`config.mk`:
```
export PLATFORM = sky130hd
export DESIGN_NAME = whirl_round_seq
export DESIGN_NICKNAME = d
export VERILOG_FILES = /design/src/rtl/whirl_pkg.sv /design/src/rtl/whirl_sbox.sv /design/src/rtl/whirl_round_seq.sv
export SDC_FILE = /design/constraint.sdc
export NUM_CORES = 2
export LEC_CHECK = 0
export BUFFER_PORTS_ARGS = -buffer_cell sky130_fd_sc_hd__buf_2
export CAP_MARGIN = 10
export CORE_AREA = 2 2 602 604
export CTS_CLUSTER_SIZE = 20
export DETAILED_ROUTE_END_ITERATION = 10
export DIE_AREA = 0 0 604 606
export HOLD_SLACK_MARGIN = 0.1
export SLEW_MARGIN = 20
export SYNTH_ARGS = -nofsm -noshare
export SYNTH_HDL_FRONTEND = slang
export SYNTH_SLANG_ARGS = --single-unit
```
`constraint.sdc`:
```
create_clock -name i_clk -period 75.6 [get_ports i_clk]
set_input_delay 15.12 -clock i_clk [delete_from_list [all_inputs] [get_ports i_clk]]
set_output_delay 15.12 -clock i_clk [all_outputs]
set_load 0.02 [all_outputs]
```
`src/rtl/whirl_pkg.sv`:
```
// Shared Whirlpool round definitions: block geometry, sequencer states and
// the byte-granular row rotation used when folding table results together.
package whirl_pkg;

  localparam int ROWS  = 8;
  localparam int ROW_W = 64;
  localparam int BLK_W = ROWS * ROW_W;
  localparam int IDX_W = 6;

  typedef enum logic [1:0] {
    ST_IDLE = 2'd0,
    ST_RUN  = 2'd1,
    ST_FIN  = 2'd2
  } state_e;

  // Rotate a 64-bit row right by a whole number of bytes.
  function automatic logic [ROW_W-1:0] rotr64(input logic [ROW_W-1:0] x,
                                              input logic [2:0]       nbytes);
    return (x >> (8 * nbytes)) | (x << (ROW_W - 8 * nbytes));
  endfunction

endpackage

```
`src/rtl/whirl_sbox.sv`:
```
// Whirlpool C0 lookup: S-box built from the E, E^-1 and R mini-boxes, expanded
// by the circulant row (1,1,4,1,8,5,2,9) over GF(2^8)/0x11D, one-cycle registered.
module whirl_sbox
  import whirl_pkg::*;
(
  input  logic             i_clk,
  input  logic [7:0]       i_addr,
  output logic [ROW_W-1:0] o_data
);

  localparam logic [63:0] E_TAB  = 64'h1B9CD6F3E874A250;
  localparam logic [63:0] EI_TAB = 64'hF0D7BE5A92C13486;
  localparam logic [63:0] R_TAB  = 64'h7CBDE49F638A2510;

  function automatic logic [3:0] nib(input logic [63:0] tab, input logic [3:0] x);
    return tab[63 - 4 * int'(x) -: 4];
  endfunction

  function automatic logic [7:0] xtime(input logic [7:0] a);
    return {a[6:0], 1'b0} ^ (a[7] ? 8'h1D : 8'h00);
  endfunction

  logic [3:0]       hi_e, lo_ei, mix;
  logic [7:0]       s1, s2, s4, s8;
  logic [ROW_W-1:0] row;

  always_comb begin
    hi_e  = nib(E_TAB, i_addr[7:4]);
    lo_ei = nib(EI_TAB, i_addr[3:0]);
    mix   = nib(R_TAB, hi_e ^ lo_ei);
    s1    = {nib(E_TAB, hi_e ^ mix), nib(EI_TAB, lo_ei ^ mix)};
    s2    = xtime(s1);
    s4    = xtime(s2);
    s8    = xtime(s4);
    row   = {s1, s1, s4, s1, s8, s4 ^ s1, s2, s8 ^ s1};
  end

  // NOTE: the lookup register has no reset; the sequencer's valid flag decides whether its contents are used.
  always_ff @(posedge i_clk) begin
    o_data <= row;
  end

endmodule

```
`src/rtl/whirl_round_seq.sv`:
```
// Sequential Whirlpool round: 64 C0 lookups folded into eight row accumulators.
// Build option WHIRL_ROUND_SEQ_DUAL_EN: two lookup lanes, two indices per cycle.
module whirl_round_seq
  import whirl_pkg::*;
#(
  parameter int DLY = 1
) (
  input  logic             i_clk,
  input  logic             i_rst,
  input  logic             i_start,
  input  logic [BLK_W-1:0] i_state,
  input  logic [BLK_W-1:0] i_key,
  output logic             o_busy,
  output logic             o_done,
  output logic [BLK_W-1:0] o_state
);

`ifdef WHIRL_ROUND_SEQ_DUAL_EN
  localparam int LANES = 2;
`else
  localparam int LANES = 1;
`endif
  localparam logic [IDX_W-1:0] LAST_IDX = IDX_W'(64 - LANES);
  localparam logic [IDX_W-1:0] IDX_STEP = IDX_W'(LANES);

  if (DLY < 0) begin : g_dly_chk
    $error("DLY must be non-negative");
  end

  state_e           state_q, state_d;
  logic [IDX_W-1:0] idx_q, idx_d;
  logic             issued_q, issued_d;
  logic             vld_q, vld_d;
  logic [ROW_W-1:0] acc_q [ROWS];
  logic [ROW_W-1:0] acc_d [ROWS];
  logic [BLK_W-1:0] ost_q, ost_d;
  logic             done_q, done_d;
  logic [BLK_W-1:0] blk_q, key_q;
  logic             accept;

  // Row/column tags follow each lookup through the table's register stage.
  logic [2:0]       lane_row [LANES];
  logic [2:0]       lane_col [LANES];
  logic [2:0]       row_q    [LANES];
  logic [2:0]       col_q    [LANES];
  logic [7:0]       addr     [LANES];
  logic [ROW_W-1:0] tdata    [LANES];

  assign accept = (state_q == ST_IDLE) && i_start;

  for (genvar l = 0; l < LANES; l++) begin : g_lane
    logic [IDX_W-1:0] k;
    logic [2:0]       src;

    assign k           = idx_q + IDX_W'(l);
    assign lane_row[l] = k[5:3];
    assign lane_col[l] = k[2:0];
    assign src         = k[5:3] - k[2:0];
    assign addr[l]     = blk_q[BLK_W - 1 - ROW_W * int'(src) - 8 * int'(k[2:0]) -: 8];

    whirl_sbox u_sbox (
      .i_clk  (i_clk),
      .i_addr (addr[l]),
      .o_data (tdata[l])
    );
  end

  // NOTE: every next-state variable takes its hold value first, so no path leaves one unassigned and no latch appears.
  always_comb begin
    state_d  = state_q;
    idx_d    = idx_q;
    issued_d = issued_q;
    vld_d    = 1'b0;
    acc_d    = acc_q;
    ost_d    = ost_q;
    done_d   = 1'b0;

    if (vld_q) begin
      for (int l = 0; l < LANES; l++) begin
        acc_d[row_q[l]] = acc_d[row_q[l]] ^ rotr64(tdata[l], col_q[l]);
      end
    end

    unique case (state_q)
      ST_IDLE: begin
        if (i_start) begin
          state_d  = ST_RUN;
          idx_d    = '0;
          issued_d = 1'b0;
          for (int r = 0; r < ROWS; r++) acc_d[r] = '0;
        end
      end
      ST_RUN: begin
        if (!issued_q) begin
          vld_d = 1'b1;
          if (idx_q == LAST_IDX) issued_d = 1'b1;
          else                   idx_d    = idx_q + IDX_STEP;
        end else begin
          // The final lookup folds in on this edge.
          state_d = ST_FIN;
        end
      end
      ST_FIN: begin
        for (int r = 0; r < ROWS; r++) begin
          ost_d[BLK_W - 1 - ROW_W * r -: ROW_W] =
            acc_q[r] ^ key_q[BLK_W - 1 - ROW_W * r -: ROW_W];
        end
        done_d  = 1'b1;
        state_d = ST_IDLE;
      end
      default: state_d = ST_IDLE;
    endcase
  end

  always_ff @(posedge i_clk) begin
    if (i_rst) begin
      state_q  <= ST_IDLE;
      idx_q    <= '0;
      issued_q <= 1'b0;
      vld_q    <= 1'b0;
      for (int r = 0; r < ROWS; r++) acc_q[r] <= '0;
      ost_q    <= '0;
      done_q   <= 1'b0;
    end else begin
      state_q  <= state_d;
      idx_q    <= idx_d;
      issued_q <= issued_d;
      vld_q    <= vld_d;
      acc_q    <= acc_d;
      ost_q    <= ost_d;
      done_q   <= done_d;
    end
  end

  always_ff @(posedge i_clk) begin
    if (accept) begin
      blk_q <= i_state;
      key_q <= i_key;
    end
    row_q <= lane_row;
    col_q <= lane_col;
  end

  assign o_busy  = (state_q != ST_IDLE);
  assign o_done  = done_q;
  assign o_state = ost_q;

endmodule

```
### After elaboration in Yosys (flattened, before gate mapping)

Cells that the tools add are included.

* bitwise gates (word level): 20
* eq/ne operators: 7
* reduce and logical (&&, ||, !) cells: 9
* $lt $le $gt $ge: 2
* add/subtract/negate cells: 10
* shift operators: 8
* muxes and demuxes: 25

Operators with widths (number)
* 512-bit two-way mux: 3
* 64-bit bitwise XOR: 9
* 519-bit by 11-bit indexed part select with 8-bit output: 1
* 512-bit bitwise mux: 1
* 67-bit by 32-bit indexed part select with 4-bit output (first input constant): 5
* 64-bit binary-select mux with 3-bit select: 1
* 64-bit demux with 3-bit select: 1
* 64-bit two-way mux: 3
* 64-bit OR: 1
* 64-bit by 32-bit left shift with 64-bit output: 1
* 64-bit by 6-bit >> shifter with 64-bit output: 1
* 8-bit bitwise XOR: 5
* 6-bit by 6-bit subtractor with 7-bit output (first input constant): 5
* 6-bit two-way mux: 3
* 5-bit two-way mux: 3
* 6-bit one-hot mux with 2 select lines: 1
* 4-bit bitwise XOR: 3
* 10-bit by 7-bit subtractor with 11-bit output: 1
* 9-bit by 9-bit subtractor with 10-bit output (first input constant): 1
* 2-bit inequality test (second input constant): 4
* 7-bit by 6-bit subtractor with 8-bit output (first input constant): 1
* 6-bit by 1-bit adder with 6-bit output (second input constant): 1
* 6-bit == test (second input constant): 1
* 1-bit two-way mux: 5
* 16 further kinds: 20

* bits of input ports: 1027
* output and inout port bits: 514
* flip-flop bits (word level): 2129

### Logic depth before layout (Yosys ltp)

* word-level depth: 19
* gate-level depth with buffers: 31

### Cells and area by module

Synthesis repeated with hierarchy kept, for this count alone.

* cells, all modules: 6501
* area, all modules: 83926.7 µm²

By module, submodules not included
* whirl_round_seq: times used 1, area each 81588.2 µm², cells an instance 6258
* whirl_sbox: times used 1, area each 2338.5 µm², cells an instance 243

### Least setup slack after synthesis

OpenSTA, ideal clock, no wires.

* kind: input-to-reg
* from: input i_start
* to: register idx_q[5]
* required time: 75.530 ns
* library setup time: 0.070 ns
* stages: 7
* slack: 37.942 ns
* data arrival time: 37.588 ns
* path through: nand2_1 > inv_1 > nor2_1 > nor2b_1 > nand4_1 > or3_1 > a21oi_1

* cells in the longest elaborated chain, start to end: 2

Ends and longest elaborated chain
* start: declaration: RTL line whirl_round_seq.sv:10 `input logic i_start,`
* 2-bit inequality test (no source line)
* 4-bit AND reduction (no source line)
* end signal: assignment: RTL line whirl_round_seq.sv:126 `idx_q <= idx_d;`
* end: declaration: RTL line whirl_round_seq.sv:31 `logic [IDX_W-1:0] idx_q, idx_d;`

No other way between the ends.
A chain may end at the register's enable or synchronous reset.

### Worst setup path in the final report

* from: input i_start
* to: register key_q[306] (enable)

* cells in the longest elaborated chain, start to end: 1

Ends and longest elaborated chain
* 1-bit logical AND: RTL line whirl_round_seq.sv:49 `assign accept = (state_q == ST_IDLE) && i_start;`
* via accept: RTL line whirl_round_seq.sv:39 `logic accept;`
* end signal: assignment: RTL line whirl_round_seq.sv:138 `key_q <= i_key;`
* end: declaration: RTL line whirl_round_seq.sv:38 `logic [BLK_W-1:0] blk_q, key_q;`

The timed path passes the listed nets, and every way through them passes these cells.

==> results by stage <==
Run status:
- The run finished with clean final reports.

Synth:
- For this run, the register share of the synthesized area comes to 0.625.
- Counting every instance in the synthesized netlist gives between 6,000 and 7,000.
- Measured against the total synthesized area, the mux share comes to 0.0922.
- When the netlist entered floorplanning its net count stood at between 7,000 and 8,000.
- The share of synthesized area in the top cell type comes to 0.368.
- After synthesis, the share of flip-flops with an asynchronous set or reset is 0.
- The post-synthesis xor/xnor area fraction is 0.0673.
- For this run, the leading register cell type out of synthesis is dfxtp_1.
- The simple-gate share of the synthesized area is 0.0661.
- Of the total synthesized cell area, the portion taken by full adders, half adders and majority gates is 0.00249.
- During synthesis, Yosys emitted a total of 0 warnings.
- The count of different cell masters after synthesis is 90.
- The number of enable-type register cells in the synthesized netlist is 1,024.
- Summed over all instances, the cell type with the most area after synthesis is edfxtp_1.
- By area, the combinational part of the netlist is dominated by compound AO/OA/AOI/OAI gates.
- In the post-synthesis netlist, the cell with the most instances is nor2_1.
- Yosys attributes the largest share of cell area to edfxtp_1 37%, dfxtp_1 26%, a211oi_1 9.1%, mux4_2 7.4%, xnor2_1 6.0%.
- The post-synthesis sequential element count is roughly 2,100.
- Sorting the synthesized cells by how often they occur yields 1,097 x nor2_1, 1,071 x dfxtp_1, 1,024 x edfxtp_1.
- The fraction of the mapped netlist area in compound gates came to 0.121.
- The mean area per synthesized cell is between 10 and 15 um^2.
- Summing every instance area after synthesis gives ~83,000 um^2.

Global route:
- The via count of the first global-routing pass is between 50,000 and 60,000.
- The pin count of the biggest net entering global routing is about 230.
- The initial antenna violation count is 136.
- The total global routing track utilization is 0.172.
- The remaining global-route overflow is 0.
- The first-pass GRT wire length is between 400,000 and 500,000 um.

Routing:
- The aggregate routed wire length is around 330,000 um.
- In the routed layout, each cell is associated on average with a via count of between 4 and 5.
- Summing over every cut layer, the via total after detailed routing is 58,000.
- The routed wire length per instance is roughly 25 um.
- The count of unresolved DRC violations after routing is 0.
- The number of design-rule violations left by the first detailed-router iteration is about 4,900.
- The post-detailed-route count of antenna-violating nets is 0.
- Before antenna repair, the detailed router went through 6 iterations.

STA:
- The post-route worst hold slack is between 0.3 and 0.4 ns.
- The number of slew-limit violations in the final report is 0.
- Setup violations remaining at the end of the flow were counted as 0.
- Setup slack on the critical path of the routed design comes to roughly 57 ns.
- Derived from the worst setup path, the maximum achievable clock frequency is roughly 0.054 GHz.
- Setup repair after global routing left no endpoint under its margin.
- Measured against its own limit, the worst slew margin works out to 0.252.
- The portion of the clock cycle consumed by the worst path in the final layout is 0.245.
- The count of endpoints failing hold in the final timing report came to 0.
- The clock skew after layout is about 0.057 ns.
- The worst path needs ~19 ns of the cycle, external delays included.
- The sum of negative setup slack is 0 ns.
- For the pin with the worst max-slew slack, the measured transition is between 1 and 1.5 ns.

Finish:
- The net count of the finished layout is roughly 8,900.
- The utilization of the core after routing is 0.289.
- Of the cells placed in the final design, the portion with a size suffix greater than 1 is 0.294.
- The area added between synthesis and finish is 24.9%.

Hold path:
- The worst hold path belongs to the class register to register.
- In this run the most critical hold path is launched from idx_q[3]$_SDFFE_PP0P_.
- The worst hold path terminates at row_q[0]$_DFF_P_.
- The depth of the worst hold-timing path is 0.

Die:
- about 1,500 I/O pins were placed.
- The floorplan step set the die height to slightly above 600 um.
- The area of the core is around 360,000 um^2.
- The area of the die is ~370,000 um^2.
- For this configuration, the core starts out at a cell density of 0.232.
- After floorplanning, the core was divided into roughly 220 placement rows.
- The x dimension of the die is approximately 600 um.

Placement:
- The port buffer count is 1,540.
- At the placement stage, the worst setup path has a slack of about 56 ns.
- The congestion estimate from routability-driven global placement came to roughly 0.9.
- The post-DP HPWL is 255,000 um.

Critical path:
- Of all nets on the critical path, the largest fanout is ~130.
- The nature of the critical path endpoint is a register.
- At the worst endpoint, the arrival time is between 15 and 20 ns.
- The destination of the worst register-to-register timing path is g_lane[0].u_sbox.o_data[5]$_DFF_P_.
- The type of the worst setup path is input port to register.
- In this run the critical register-to-register path is launched from idx_q[0]$_SDFFE_PP0P_.
- For the worst flop-to-flop path, the logic depth is 21.
- The worst setup path is launched from an input port.
- The setup check on the worst reg-to-reg path leaves a slack of about 66 ns.
- At the worst endpoint, the required time is between 70 and 80 ns.

Flow run:
- The count of maximum capacitance violations is 0.

Clocking:
- The largest buffer count on any clock path is 4.
- The clock tree synthesis step divided the H-tree into 4 levels.
- The number of hold buffers added after cts is 0.
- The insertion delay to the later sink of the worst-skew pair is about 0.90 ns.
- The TritonCTS clock tree is yes.
- The number of buffers inserted by post-CTS setup repair is 0.
- The total clock sinks is roughly 2,100.
- The cell at the root of the clock tree is clkbuf_16.
- The number of clock buffers added by TritonCTS is 230.
- The register clock-pin slew on the reported worst setup and hold paths is about 0.060 ns.
- In this run, post-CTS repair resized a total of 0 instances.

Pwr:
- In this run the power density over the cells is just over 30 nW/um^2.
- The static leakage is between 30 and 40 nW.
- The peak ir drop on the vdd network is 57.0 uV.
cell usage in the layout, fill, tap and decap left out, types with 8 or more instances in the layout:
cell       instances
nor3_1            23
mux4_2           274
nor2b_1           33
mux2i_1          125
clkinv_16          8
mux2_2            22
o22ai_1           27
xor2_1            30
a31oi_1            9
diode_2           80
buf_4            112
a221oi_1          23
a22oi_1           19
clkbuf_1          60
a21oi_1          133
a21boi_0           9
xnor2_2            8
xor2_2            10
dfxtp_1         1062
clkinv_2          39
nor2_1          1091
and2_1             9
inv_1             29
ha_1              13
nand2b_1          19
o211ai_1          12
bufinv_16         19
clkbuf_16        236
a211oi_1        1011
edfxtp_1        1024
o21ai_0           77
buf_2           1539
a22o_1             8
xnor2_1          570
and3_1             8
nand2_1          149
nand3_1           14
clkbuf_8          15
clkinv_1          30
registers in the layout (all words and copies together), names as in the netlist, 2 cells and up:
register and cells:
state_q 2, col_q 3, key_q 512, blk_q 512, acc_q 512, row_q 3
o_state 512, g_lane.u_sbox.o_data 30, idx_q 6
kinds of logic (layout without fill, tap and decap cells):
logic type | count (synthesis) | after routing
AO/OA/AOI/OAI | 1394 | 1394
multiplexers | 422 | 422
XOR/XNOR | 624 | 624
adder cells (fa/ha/maj) | 16 | 16
flip-flops | 2095 | 2095
AND/OR/NAND/NOR | 1383 | 1383
other | 0 | 80
buffers and inverters | 527 | 2119
per-stage QoR:
| stage | total power, W | cell area [um^2] | cells |
|---|---|---|---|
| after floorplan | 0.00183 | 83500 | 6461 |
| after global placement | 0.00207 | 96300 | 12400 |
| after detailed placement | 0.00208 | 96300 | 12400 |
| after CTS | 0.00323 | 104000 | 12800 |
| after global routing | 0.00332 | 104000 | 12900 |
| final | 0.00318 | 104000 | 12900 |
per-layer routing:
layer	track usage	part of all wire
met1	0.188	0.36
met2	0.311	0.52
met3	0.0382	0.064
met4	0.0903	0.054
met5	0	0.0015
power breakdown:
part | switching (W) | total (W) | internal, W
Combinational | 0.000446 | 0.000727 | 0.000281
Sequential | 0.0000447 | 0.00130 | 0.00126
Clock | 0.000487 | 0.00114 | 0.000657
Total | 0.000978 | 0.00318 | 0.00220
worst max path at each step:
stage	start	to	slack, ns	cells past startpoint
floorplan	i_start	idx_q[5]$_SDFFE_PP0P_	37.94	7
global placement	i_start	key_q[308]$_DFFE_PP_	56.07	7
detailed placement	i_start	key_q[50]$_DFFE_PP_	56.05	7
CTS	i_start	key_q[40]$_DFFE_PP_	57.07	7
global route	i_start	key_q[294]$_DFFE_PP_	56.82	7
finish	i_start	key_q[306]$_DFFE_PP_	57.06	7
critical path: stages:
cell and delay, ns:
buf_2 0.11, nand2_1 0.19, inv_8 0.61, buf_4 0.55, buf_4 0.59, buf_4 0.79, buf_4 0.83
layout make-up:
type | instances | area [um^2]
diodes | 80 | 200
repair buffers | 1658 | 8680
well taps | 4794 | 6000
flip-flops and latches | 2095 | 52200
inverters | 33 | 131
multi-input cells | 3839 | 29300
fillers | 36900 | 256000
clock inverters | 117 | 1320
clock buffers | 311 | 6340
No activity file was read; power rests on OpenSTA's default activity.
